`src/rtl/cpu_pkg.sv`:
```
// Shared definitions for the 16-bit, 16-register CPU front end.
// Provides data/register widths, the NOP encoding, the default reset PC,
// and the packed layouts of the IF/ID and ID/EX pipeline registers
// together with their empty/bubble values.
package cpu_pkg;

    localparam int DATA_W     = 16;
    localparam int REG_ADDR_W = 4;

    localparam logic [DATA_W-1:0] NOP_INSTR        = 16'h0000;
    localparam logic [DATA_W-1:0] RESET_PC_DEFAULT = 16'h0000;

    typedef struct packed {
        logic [DATA_W-1:0] instr;
        logic [DATA_W-1:0] pc;
        logic              valid;
    } ifid_t;

    typedef struct packed {
        logic [REG_ADDR_W-1:0] rs1;
        logic [REG_ADDR_W-1:0] rs2;
        logic [REG_ADDR_W-1:0] rd;
        logic                  reg_write;
        logic                  mem_read;
        logic                  mem_write;
        logic                  valid;
        logic [DATA_W-1:0]     rs1_val;
        logic [DATA_W-1:0]     rs2_val;
        logic [DATA_W-1:0]     imm;
        logic [DATA_W-1:0]     pc;
    } idex_t;

    // IF/ID with no real instruction: NOP at PC 0, not valid.
    localparam ifid_t IFID_EMPTY = '{instr: NOP_INSTR, pc: '0, valid: 1'b0};

    // A bubble is all-zero: rd=0 and no write/memory enables, so it has
    // no architectural side effect downstream.
    localparam idex_t IDEX_BUBBLE = '0;

endpackage

```
`src/rtl/frontend_pipe_regs_pipe_reg.sv`:
```
// pipe_reg_en_flush: generic pipeline register with load enable and flush.
// Ports:
//   clk       rising-edge clock
//   rst       synchronous active-high reset, loads RST_VAL
//   en        1: load d
//   flush     1: load flush_val (takes priority over en)
//   flush_val value loaded on flush
//   d         next value when enabled
//   q         registered output
module pipe_reg_en_flush #(
    parameter int           W       = 16,
    parameter logic [W-1:0] RST_VAL = '0
) (
    input  logic         clk,
    input  logic         rst,
    input  logic         en,
    input  logic         flush,
    input  logic [W-1:0] flush_val,
    input  logic [W-1:0] d,
    output logic [W-1:0] q
);

    always_ff @(posedge clk) begin
        if (rst) begin
            q <= RST_VAL;
        end else if (flush) begin
            q <= flush_val;
        end else if (en) begin
            q <= d;
        end
    end

endmodule

```
`src/rtl/frontend_pipe_regs.sv`:
```
// frontend_pipe_regs: PC, IF/ID and ID/EX registers of the CPU front end.
// Consumes the hazard detector's strobes and EX-stage branch redirects,
// and counts stall cycles for performance debug.
// Ports:
//   clk, rst                      clock, synchronous active-high reset
//   pc_write/ifid_write/idex_flush hazard strobes
//   branch_taken, branch_target   EX redirect
//   imem_rdata                    instruction at pc (combinational imem)
//   id_*                          decoded fields from the ID stage
//   pc                            fetch address
//   ifid_instr/ifid_pc/ifid_valid IF/ID register
//   idex_*                        ID/EX register
//   stall_cnt                     saturating stall-cycle counter
//
// Strobe semantics: these are level controls sampled at every posedge, not
// a valid/ready handshake. pc_write=0 holds the PC, ifid_write=0 holds
// IF/ID, idex_flush=1 loads a bubble into ID/EX. branch_taken overrides all
// three for that cycle, and rst overrides everything.
module frontend_pipe_regs
    import cpu_pkg::*;
#(
    parameter logic [15:0] RESET_PC = RESET_PC_DEFAULT,
    parameter logic [15:0] PC_STEP  = 16'd1,
    parameter int          CNT_W    = 16
) (
    input  logic             clk,
    input  logic             rst,
    input  logic             pc_write,
    input  logic             ifid_write,
    input  logic             idex_flush,
    input  logic             branch_taken,
    input  logic [15:0]      branch_target,
    input  logic [15:0]      imem_rdata,
    input  logic [3:0]       id_rs1,
    input  logic [3:0]       id_rs2,
    input  logic [3:0]       id_rd,
    input  logic             id_reg_write,
    input  logic             id_mem_read,
    input  logic             id_mem_write,
    input  logic [15:0]      id_rs1_val,
    input  logic [15:0]      id_rs2_val,
    input  logic [15:0]      id_imm,
    output logic [15:0]      pc,
    output logic [15:0]      ifid_instr,
    output logic [15:0]      ifid_pc,
    output logic             ifid_valid,
    output logic [3:0]       idex_rs1,
    output logic [3:0]       idex_rs2,
    output logic [3:0]       idex_rd,
    output logic             idex_reg_write,
    output logic             idex_mem_read,
    output logic             idex_mem_write,
    output logic             idex_valid,
    output logic [15:0]      idex_rs1_val,
    output logic [15:0]      idex_rs2_val,
    output logic [15:0]      idex_imm,
    output logic [15:0]      idex_pc,
    output logic [CNT_W-1:0] stall_cnt
);

    ifid_t ifid_d, ifid_q;
    idex_t idex_d, idex_q;

    // PC: redirect beats the hazard hold; the add wraps naturally at 16 bits.
    always_ff @(posedge clk) begin
        if (rst) begin
            pc <= RESET_PC;
        end else if (branch_taken) begin
            pc <= branch_target;
        end else if (pc_write) begin
            pc <= pc + PC_STEP;
        end
    end

    // A redirect cycle is not counted as a stall even though pc_write may be 0.
    always_ff @(posedge clk) begin
        if (rst) begin
            stall_cnt <= '0;
        end else if (!branch_taken && !pc_write && (stall_cnt != {CNT_W{1'b1}})) begin
            stall_cnt <= stall_cnt + 1'b1;
        end
    end

    always_comb begin
        ifid_d       = IFID_EMPTY;
        ifid_d.instr = imem_rdata;
        ifid_d.pc    = pc;
        ifid_d.valid = 1'b1;
    end

    always_comb begin
        idex_d           = IDEX_BUBBLE;
        idex_d.rs1       = id_rs1;
        idex_d.rs2       = id_rs2;
        idex_d.rd        = id_rd;
        idex_d.reg_write = id_reg_write;
        idex_d.mem_read  = id_mem_read;
        idex_d.mem_write = id_mem_write;
        idex_d.valid     = ifid_q.valid;
        idex_d.rs1_val   = id_rs1_val;
        idex_d.rs2_val   = id_rs2_val;
        idex_d.imm       = id_imm;
        idex_d.pc        = ifid_q.pc;
    end

    pipe_reg_en_flush #(
        .W       ($bits(ifid_t)),
        .RST_VAL (IFID_EMPTY)
    ) u_ifid (
        .clk       (clk),
        .rst       (rst),
        .en        (ifid_write),
        .flush     (branch_taken),
        .flush_val (IFID_EMPTY),
        .d         (ifid_d),
        .q         (ifid_q)
    );

    // ID/EX reloads every cycle; only a flush or redirect substitutes a bubble.
    pipe_reg_en_flush #(
        .W       ($bits(idex_t)),
        .RST_VAL (IDEX_BUBBLE)
    ) u_idex (
        .clk       (clk),
        .rst       (rst),
        .en        (1'b1),
        .flush     (branch_taken | idex_flush),
        .flush_val (IDEX_BUBBLE),
        .d         (idex_d),
        .q         (idex_q)
    );

    assign ifid_instr     = ifid_q.instr;
    assign ifid_pc        = ifid_q.pc;
    assign ifid_valid     = ifid_q.valid;
    assign idex_rs1       = idex_q.rs1;
    assign idex_rs2       = idex_q.rs2;
    assign idex_rd        = idex_q.rd;
    assign idex_reg_write = idex_q.reg_write;
    assign idex_mem_read  = idex_q.mem_read;
    assign idex_mem_write = idex_q.mem_write;
    assign idex_valid     = idex_q.valid;
    assign idex_rs1_val   = idex_q.rs1_val;
    assign idex_rs2_val   = idex_q.rs2_val;
    assign idex_imm       = idex_q.imm;
    assign idex_pc        = idex_q.pc;

endmodule

```
`config.mk`:
```
export PLATFORM = sky130hd
export DESIGN_NAME = frontend_pipe_regs
export DESIGN_NICKNAME = d
export VERILOG_FILES = /design/src/rtl/cpu_pkg.sv /design/src/rtl/frontend_pipe_regs_pipe_reg.sv /design/src/rtl/frontend_pipe_regs.sv
export SDC_FILE = /design/constraint.sdc
export NUM_CORES = 1
export LEC_CHECK = 0
export CAP_MARGIN = 20
export CORE_MARGIN = 10
export CORE_UTILIZATION = 36
export DETAILED_ROUTE_END_ITERATION = 10
export GPL_ROUTABILITY_DRIVEN = 1
export PLACE_DENSITY = 0.73
export SETUP_SLACK_MARGIN = 0.02
export SKIP_CTS_REPAIR_TIMING = 1
export SYNTH_ARGS = -nofsm -noshare
export SYNTH_HDL_FRONTEND = slang
export SYNTH_SLANG_ARGS = --single-unit
```
`constraint.sdc`:
```
create_clock -name clk -period 1.5 [get_ports clk]
set_input_delay 0.225 -clock clk [delete_from_list [all_inputs] [get_ports clk]]
set_output_delay 0.225 -clock clk [all_outputs]
set_load 0.01 [all_outputs]
```
======== Word level (Yosys, flattened, before mapping) ========
Index checks and enable logic that the tools add are counted.
storage, ports and cells
  register bits ........................... 145
  output and inout port bits .............. 145
  bits of input ports ..................... 101
  logic and storage cells ................. 17
operators by class
  $add $sub $neg .......................... 2
  bitwise operators ....................... 1
  reduce and logical (&&, ||, !) cells .... 7
  multiplexer cells ....................... 2
  equality and inequality tests ........... 1
operators with widths
  cell                   number
  $add 16x1->16 const B  2
  $mux 16                2
  $ne 16x16->1 const B   1
  $reduce_or 2->1        2
  $logic_and 1x1->1      2
  $logic_not 1->1        2
  $reduce_bool 2->1      1
  $or 1x1->1             1

======== Depth between registers and ports, before layout ========
  word-level depth ........................ 3
  gate-level depth with buffers ........... 6
  gate-level depth less buffers ........... 5

======== Hierarchy ========
From an unflattened synthesis, not the netlist that was laid out.
unflattened totals
  cell total of the unflattened synthesis .. 703
  area total of the unflattened synthesis .. 7105.6 um2
by module, submodules not included
  module                       instances  cells each  area each (um2)
  pipe_reg_en_flush at u_idex  1          356         3737.3
  pipe_reg_en_flush at u_ifid  1          147         1715.4
  frontend_pipe_regs           1          200         1652.8

======== Worst setup path before layout ========
No wires, ideal clock.
  path type ............................... register to register
  from .................................... register stall_cnt[4]
  to ...................................... register stall_cnt[0]
  data arrival time ....................... 1596 ps
  clock period less this slack ............ 1720 ps
  data required time ...................... 1377 ps
  stages on the path, launching flop included .. 6
  path buffers ............................ 1
  slack ................................... -220 ps
  cell sequence ........................... dfxtp_1 -> and4_1 -> buf_4 -> nor4b_4 -> a211oi_2 -> mux2_1
on the way
  word-level cells in the longest chain between the ends .. 2
RTL lines
  what                    RTL line                  RTL
  from (decl)             frontend_pipe_regs.sv:58  output logic [CNT_W-1:0] stall_cnt
  from (signal assigned)  frontend_pipe_regs.sv:80  stall_cnt <= stall_cnt + 1'b1;
  $ne 16x16->1            frontend_pipe_regs.sv:79  end else if (!branch_taken && !pc_write && (stall_cnt != {CNT_W{1'b1}})) begin
  $logic_and 1x1->1       frontend_pipe_regs.sv:79
No other way between the ends.
A chain may end at the register's enable or synchronous reset.

======== Final worst setup path ========
  from .................................... register stall_cnt[10]
  to ...................................... output stall_cnt[10]
No word-level cell between the ends.

==> flow_metrics.env <==
export IMPL_status="finished, violations left"
export IMPL_violations="negative setup slack"
export IMPL_syn_inst=480
export IMPL_die_h_um=138
export IMPL_routedWlPerCell_um=19.3
export IMPL_nFillCells=985
export IMPL_antenna_left=0
export IMPL_placed_area_sq_mm=0.00806
export IMPL_rsz0062_at_grt="yes"
export IMPL_clock_skew_ns=0.00663
export IMPL_ys_ff_latch=145
export IMPL_drc=0
export IMPL_tightest_slew_ns=0.399
export IMPL_place_gp_congestion=0.840
export IMPL_clock_power_share_pct=47.2
export IMPL_rrSetupSlack_ns=-0.09
export IMPL_drt_iter0_markers=189
export IMPL_synth_edff_count=0
export IMPL_clockRootBuffer="clkbuf_16"
export IMPL_start_util_pct=37.1
export IMPL_path_max_fanout=3
export IMPL_die_area_sq_mm=0.0189
export IMPL_synthArstFlopShare_pct=0
export IMPL_cts_sinks=145
export IMPL_area_growth_synth_to_final_pct=85.9
export IMPL_clkLatencyLatePin_ns=0.41
export IMPL_avgSynthCellArea_sq_um=10.4
export IMPL_worst_slack_ns=-0.123
export IMPL_diodes=0
export IMPL_min_delay_start="ifid_write"
export IMPL_p_leak_nw=6.03
export IMPL_critical_path_class="reg -> out"
export IMPL_clkTransAtPathRegs_ns=0.06
export IMPL_numCtsBuffers=17
export IMPL_die_x_um=138
export IMPL_cp_data_required_time_ns=1.27
export IMPL_p_total_mw=9.30
export IMPL_yosys_most_used_dff="dfxtp_1"
export IMPL_endpoint_kind="output port"
export IMPL_whs_path_depth=3
export IMPL_final_cells=968
export IMPL_nNetsFinal=883
export IMPL_grt_overflow_total=0
export IMPL_critPathLaunchType="flop"
export IMPL_htree_levels=4
export IMPL_rows=42
export IMPL_drv_slew=0
export IMPL_drt_first_pass_iters=4
export IMPL_track_usage_pct=18.3
export IMPL_crit_path_start="stall_cnt[10]$_SDFFE_PP0P_"
export IMPL_final_setup_viol_count=11
export IMPL_clk_path_buf_depth=2
export IMPL_hold_viol=0
export IMPL_timing_rr_end="stall_cnt[10]$_SDFFE_PP0P_"
export IMPL_worstRegToRegCells=5
export IMPL_placedCellCount=929
export IMPL_dp_hpwl_um=14100
export IMPL_max_vdd_ir_drop_v=0.000690
export IMPL_layout_common_cells="dlymetal6s2s_1 (145), dfxtp_1 (123), clkdlybuf4s50_1 (99)"
export IMPL_ios=246
export IMPL_ys_seq_area_share_pct=58.4
export IMPL_min_path_type="in -> reg"
export IMPL_synth_nets=583
export IMPL_p_int_mw=7.33
export IMPL_vias=4578
export IMPL_core_area_sq_mm=0.0134
export IMPL_post_route_cells_drive_above_1_share_pct=18.3
export IMPL_synth_cell_types=39
export IMPL_seqPwrFrac_pct=43.2
export IMPL_grt_pass1_vias=4506
export IMPL_drt_total_wl_um=18700
export IMPL_switching_share_pct=21.1
export IMPL_antenna_found_initial=0
export IMPL_r2r_start="stall_cnt[0]$_SDFFE_PP0P_"
export IMPL_ys_warn_count=0
export IMPL_grt_pass1_wl_um=26500
export IMPL_grt_max_degree=59
export IMPL_fin_crit_ns=1.62
export IMPL_arrival_ns=1.40
export IMPL_fin_area_sq_mm=0.00925
export IMPL_fmax_ghz=0.616
export IMPL_period_share_pct=108
export IMPL_worst_hold_path_endpoint="u_ifid.q[30]$_SDFFE_PP0P_"
export IMPL_synth_area_sq_mm=0.00497
export IMPL_portBuffers=245
export IMPL_relSlewSlack_pct=73.4
export IMPL_cts_tree="built"
export IMPL_combPwrFrac_pct=9.5
export IMPL_drv_cap=0
export IMPL_power_density_mw_per_mm2=1010
export IMPL_viasPerCell=4.73
export IMPL_final_common_cell="dlymetal6s2s_1"
export IMPL_p_switching_mw=1.96
## power by group through the flow
stage / registers [mW] / logic (mW) / clock network, mW
3_3_place_gp: 4.09 / 0.888 / 0
3_5_place_dp: 4.10 / 0.901 / 0
6_report: 4.02 / 0.887 / 4.39
4_1_cts: 4.01 / 0.910 / 4.46
5_1_grt: 4.03 / 0.956 / 4.64
2_1_floorplan: 4.15 / 0.233 / 0
## per-layer routing
layer | track usage (%) | up-vias | wire, um
met2 | 32.9 | 176 | 9610
li1 | - | 2217 | -
met5 | 0 | - | 0
met4 | 6.15 | 0 | 357
met3 | 6.70 | 28 | 1640
met1 | 19.2 | 2157 | 7110
## state kept, by name (all words and copies together), names as in the netlist
name / cells
u_idex.q: 80
u_ifid.q: 33
pc: 16
stall_cnt: 16
## final cells by class
| class | instances | area [sq um] | area share (%) |
|---|---|---|---|
| repair buffers | 307 | 3320 | 35.9 |
| flip-flops and latches | 145 | 2940 | 31.8 |
| multi-input cells | 303 | 2130 | 23.0 |
| clock buffers | 23 | 499 | 5.40 |
| well taps | 176 | 220 | 2.38 |
| clock inverters | 8 | 124 | 1.34 |
| inverters | 6 | 22.5 | 0.244 |
## cell usage after synthesis (all sizes together), types with 2 or more instances
| master | count | area (sq um) |
|---|---|---|
| and4 | 2 | 17.5 |
| nor2 | 55 | 206 |
| nand4 | 11 | 81.3 |
| nor2b | 3 | 18.8 |
| ha | 2 | 25.0 |
| o21ai | 7 | 35.0 |
| a311oi | 3 | 26.3 |
| and2 | 81 | 507 |
| or4 | 2 | 15.0 |
| a21oi | 18 | 90.1 |
| clkbuf | 21 | 80.1 |
| xor2 | 2 | 17.5 |
| nor4 | 5 | 31.3 |
| buf | 6 | 30.0 |
| a211oi | 8 | 65.1 |
| nor3 | 6 | 30.0 |
| inv | 5 | 18.8 |
| dfxtp | 145 | 2900 |
| mux2 | 3 | 33.8 |
| nand3 | 9 | 45.0 |
| o31ai | 5 | 37.5 |
| nand2 | 15 | 56.3 |
| nand2b | 2 | 12.5 |
| xnor2 | 11 | 96.3 |
| or3 | 10 | 62.6 |
| mux2i | 35 | 350 |
## cells by family (layout without fill, tap and decap cells)
| kind of cell | after synthesis | count (layout) | share of synthesized area [%] |
|---|---|---|---|
| and+or+nand+nor | 205 | 206 | 22.9 |
| DFF | 145 | 145 | 58.4 |
| AOI/OAI and AO/OA | 44 | 44 | 5.58 |
| muxes | 38 | 38 | 7.72 |
| buffers and inverters | 33 | 344 | 2.67 |
| xor gates and xnor gates | 13 | 13 | 2.29 |
| adders and majority gates | 2 | 2 | 0.503 |
## how the worst max path moves through the flow
| stage | endpoint | slack [ns] | depth (start not counted) |
|---|---|---|---|
| 2_1_floorplan | stall_cnt[0]$_SDFFE_PP0P_ | -0.12 | 5 |
| 3_3_place_gp | stall_cnt[14]$_SDFFE_PP0P_ | -0.40 | 6 |
| 3_5_place_dp | stall_cnt[14]$_SDFFE_PP0P_ | -0.44 | 6 |
| 4_1_cts | pc[4] | -0.25 | 2 |
| 5_1_grt | stall_cnt[10]$_SDFFE_PP0P_ | -0.20 | 5 |
| 6_report | stall_cnt[10] | -0.12 | 2 |
## per-stage QoR
stage | setup slack (ns) | hold WS, ns | util, % | setup TNS (ns)
detailed placement | -0.437 | 0.476 | 60.1 | -45.34
floorplan | -0.118 | 0.347 | - | -0.304
finish | -0.123 | 0.237 | 69.0 | -0.549
global placement | -0.402 | 0.467 | 60.1 | -43.00
global route | -0.204 | 0.241 | 69.0 | -1.48
CTS | -0.246 | 0.224 | 64.8 | -10.41
## critical path: stages, from the launching register on
cell and delay (ns):
dfxtp_2 0.34, buf_4 0.12, clkdlybuf4s50_1 0.53
Note: power is estimated with default switching activity, not from simulation.
